**src/rtl/input_feed_scheduler.sv**
```systemverilog
// input_feed_scheduler: issues row-0 read strobes for the skewed input buffer, tile by tile, with weight handshake, stall and skew drain
module input_feed_scheduler #(
  parameter int SYS_ROWS = 4,
  parameter int A_ROWS   = 16,
  parameter int TW       = 8
) (
  input  logic          clk,
  input  logic          rstn,
  input  logic          start,
  input  logic [TW-1:0] num_tiles,
  input  logic          w_ready,
  input  logic          stall,
  output logic          read,
  output logic          feed_last,
  output logic [TW-1:0] tile_idx,
  output logic          busy,
  output logic          done
);
  localparam int RW = A_ROWS > 1 ? $clog2(A_ROWS) : 1;
  localparam int DW = $clog2(SYS_ROWS);
  localparam logic [RW-1:0] ROW_LAST   = RW'(A_ROWS - 1);
  localparam logic [DW-1:0] DRAIN_LAST = DW'(SYS_ROWS - 2);
  typedef enum logic [2:0] {IDLE, WAIT_W, FEED, DRAIN, DONE} state_t;
  state_t        state, state_n;
  logic [RW-1:0] row_cnt;
  logic [DW-1:0] drain_cnt;
  logic [TW-1:0] tiles;
  logic          drain_end, last_tile;
  assign read      = state == FEED && !stall;
  assign feed_last = read && row_cnt == ROW_LAST;
  assign drain_end = state == DRAIN && drain_cnt == DRAIN_LAST;
  assign last_tile = tile_idx == tiles - 1'b1;
  assign busy      = state != IDLE;
  assign done      = state == DONE;
  // next-state: stall only matters in FEED, the skew drain runs a fixed length
  always_comb begin
    state_n = state;
    case (state)
      IDLE:    state_n = start ? (num_tiles == '0 ? DONE : WAIT_W) : IDLE;
      WAIT_W:  state_n = w_ready ? FEED : WAIT_W;
      FEED:    state_n = feed_last ? DRAIN : FEED;
      DRAIN:   state_n = drain_end ? (last_tile ? DONE : WAIT_W) : DRAIN;
      default: state_n = IDLE;
    endcase
  end
  // state register, job latch and row/drain/tile counters
  always_ff @(posedge clk or negedge rstn) begin
    if (!rstn) begin
      state     <= IDLE;
      row_cnt   <= '0;
      drain_cnt <= '0;
      tile_idx  <= '0;
      tiles     <= '0;
    end else begin
      state <= state_n;
      if (state == IDLE && start) begin
        tiles    <= num_tiles;
        tile_idx <= '0;
      end
      if (state == WAIT_W && w_ready) row_cnt <= '0;
      else if (read) row_cnt <= row_cnt + 1'b1;
      if (feed_last) drain_cnt <= '0;
      else if (state == DRAIN) drain_cnt <= drain_cnt + 1'b1;
      if (drain_end && !last_tile) tile_idx <= tile_idx + 1'b1;
    end
  end
endmodule

```
**config.mk**
```make
export PLATFORM = sky130hd
export DESIGN_NAME = input_feed_scheduler
export DESIGN_NICKNAME = d
export VERILOG_FILES = /design/src/rtl/input_feed_scheduler.sv
export SDC_FILE = /design/constraint.sdc
export NUM_CORES = 1
export LEC_CHECK = 0
export CAP_MARGIN = 0
export CORE_UTILIZATION = 51
export CTS_CLUSTER_DIAMETER = 120
export DETAILED_ROUTE_END_ITERATION = 10
export DONT_BUFFER_PORTS = 1
export GPL_TIMING_DRIVEN = 0
export PLACE_DENSITY = 0.69
export SKIP_CTS_REPAIR_TIMING = 1
export SLEW_MARGIN = 20
export SYNTH_ARGS = -nofsm -noshare
export SYNTH_HDL_FRONTEND = slang
export SYNTH_SLANG_ARGS = --single-unit
```
**constraint.sdc**
```tcl
create_clock -name clk -period 2.15 [get_ports clk]
set_input_delay 0.5375 -clock clk [delete_from_list [all_inputs] [get_ports clk]]
set_output_delay 0.5375 -clock clk [all_outputs]
set_load 0.1 [all_outputs]
```
==> reports/qor.csv <==
metric,value,unit
synth warn,0,
status,"finished, violations left",
crit-path cells,"nor4b_4, nand2_2, nor2_4",
Seq pwr share,0.424,
I/O pin total,25,
max capacitance violation total,0,
Die W,56.7,microns
Seq cells post-synth,25,
peak per-stage delay on the critical path,0.58,ns
Global Route met1 Usage,0.262,
Fin. Hold Viols,0,
CTS H-tree lvls,1,
drt wl/cell,16.7,microns
Mapped Area,1520,sq um
"commonest cells after routing, fill and taps aside","dfrtp_1 (14), buf_4 (13), nand2_1 (12), nor2_1 (11), xnor2_1 (9)",
Post-synth EDFFs,0,
grt peak-use layer,met2,
initial antenna violation count,0,
Mapped Cells,155,
Ant. Diodes,0,
cell area after layout,1950,sq um
area grow syn2layout,27.7,%
Pint,0.00150,W
via count,1235,
Slew headroom,0.309,
setup violators final,11,
async set-reset flop share out of synthesis,1.00,
gr ovfl total,0,
unrepaired setup endpoints after global routing,true,
grt met2 use,0.357,
Leakage,0.782,nW
met3 Use GR,0.0369,
critical path startpoint category,flop,
CTS tree,yes,
"Net count, final",193,
layout cells sized above 1,0.383,
cell row count,19,
power per cell area,1520,nW/um^2
post-route ant nets,0,
Placed Area,1670,sq um
sequential share of the synthesized area,0.411,
1st-iter DRT viols,21,
period utilization,1.15,
worst-path fanout max,6,
switching share of power,0.493,
Total GRT Usage,0.206,
WP data required,1.61,ns
worst hold margin,0.348,ns
Post-Syn Area per Cell,9.83,sq um
Crit-path slowest cell,nor2_4,
failing checks,setup timing,
clk_skew,0.00990,ns
initial core utilization,0.543,
clock slew at reported path FFs,0.15,ns
drc violations,0,
slack of the critical path,-0.316,ns
final cell utilization of the core,0.694,
crit path DAT,1.93,ns
vias in the first global route,1114,
Final Slew Violations,0,
Bufs on Longest Clock Path,2,
dominant synthesized flop cell,dfrtp_1,
syn_nets,172,
cts bufs inserted,3,
drt via density,6.00,
Fmax,405,MHz
final WL,3.44,mm
Crit. End Element,output port,
first-pass GRT wire length,5.15,mm
Least-Margin Pin Slew,1.04,ns
Die ar.,3210,sq um
critical path class,reg -> out,
"Distinct cells, synth",42,
clock sinks,25,
Die H,56.7,microns
Peak VDD IR,817,uV
Combinational Power Share,0.502,
Routability Congestion,0.767,
Port-buffer cells,0,
crit path time final,2.47,ns
clock power share,0.074,
clk root buf,clkbuf_4,
post-DP HPWL,2.27,mm
pin count of the biggest net entering global routing,26,
1st-pass router iterations,4,
"commonest non-fill, non-tap cell in the layout",dfrtp_1,
Net Sw Power,0.00146,W
"Clk Latency, worst-skew pair",0.32,ns
min-delay worst type,in -> reg,
dpl ws,-0.361,ns
Core ar.,2810,sq um
[critical path: cells and delay by family, from the launching register on]
kind          cells  cell delay (ns)
flops             1             0.50
simple gates      3             1.10
[metal layers]
layer	routed length, microns	share of wire	vias up
li1	-	-	586
met1	1520	0.44	608
met2	1720	0.50	35
met3	152	0.044	6
met4	49	0.014	0
met5	0	0	-
[Yosys cell counts (2+ instances only)]
library cell	number	area, sq um
o21ai_0	4	20.0
nand4_1	2	12.5
nand2b_1	3	18.8
clkbuf_1	4	15.0
xnor2_1	9	78.8
nand3b_1	3	22.5
ha_1	4	50.1
a21oi_1	7	35.0
xor2_1	7	61.3
or2_2	2	12.5
nor4_1	2	12.5
a211oi_1	2	15.0
nor3_1	5	25.0
or3_1	2	12.5
dfrtp_1	25	626
and3_1	2	12.5
mux2i_1	5	50.1
mux2_2	8	90.1
nor2_1	13	48.8
a31o_1	2	17.5
nand2_1	13	48.8
inv_1	7	26.3
nand3_1	3	15.0
nor2b_1	2	12.5
a31o_2	2	17.5
[layout make-up]
class | count | area [sq um]
tap | 31 | 38.8
fill | 215 | 860
inverter | 7 | 26.3
multi-input combinational | 117 | 992
buffer | 4 | 41.3
timing repair buffer | 18 | 170
clock buffer | 3 | 22.5
sequential | 25 | 647
clock inverter | 1 | 7.51
[through the flow]
| stage | power [W] | TNS, ns | cells |
|---|---|---|---|
| final | 0.00296 | -2.27 | 206 |
| after global routing | 0.00314 | -2.95 | 206 |
| after CTS | 0.00260 | -3.02 | 192 |
| after detailed placement | 0.00237 | -1.94 | 188 |
| after global placement | 0.00227 | -5.65 | 186 |
| after floorplan | 0.00212 | -3.93 | 155 |
[registers in the layout, indices dropped and copies added (netlist names)]
name and cells:
state 3, drain_cnt 2, row_cnt 4, tiles 8
tile_idx 8
[path summary, 6_finish.rpt]
kind                              start           end  slack [ns]  cells past startpoint
max                            state[0]     feed_last       -0.32                      3
min                        num_tiles[4]      tiles[4]        0.35                      1
max in group asynchronous          rstn   tile_idx[6]        1.34                      2
min in group asynchronous          rstn   tile_idx[7]        0.64                      2
min reg2reg                drain_cnt[1]  drain_cnt[1]        0.54                      2
max reg2reg                 tile_idx[7]      state[0]       -0.24                      6
[power by group through the flow]
stage,Combinational [W],Clock [W],Sequential [W]
floorplan,0.000980,0,0.00114
global placement,0.00107,0,0.00120
detailed placement,0.00117,0,0.00121
CTS,0.00117,0.000227,0.00120
global route,0.00162,0.000242,0.00128
finish,0.00148,0.000219,0.00125
[logic make-up (layout without fill, tap and decap cells)]
logic type / count (synthesis) / after routing / share of synthesized area
simple gates: 59 / 59 / 0.212
flops: 25 / 25 / 0.411
compound gates: 25 / 25 / 0.123
xor+xnor: 16 / 16 / 0.0920
buf+inv: 13 / 33 / 0.0378
mux: 13 / 13 / 0.0920
fa+ha+maj: 4 / 4 / 0.0328
Note: power is estimated with default switching activity, not from simulation.
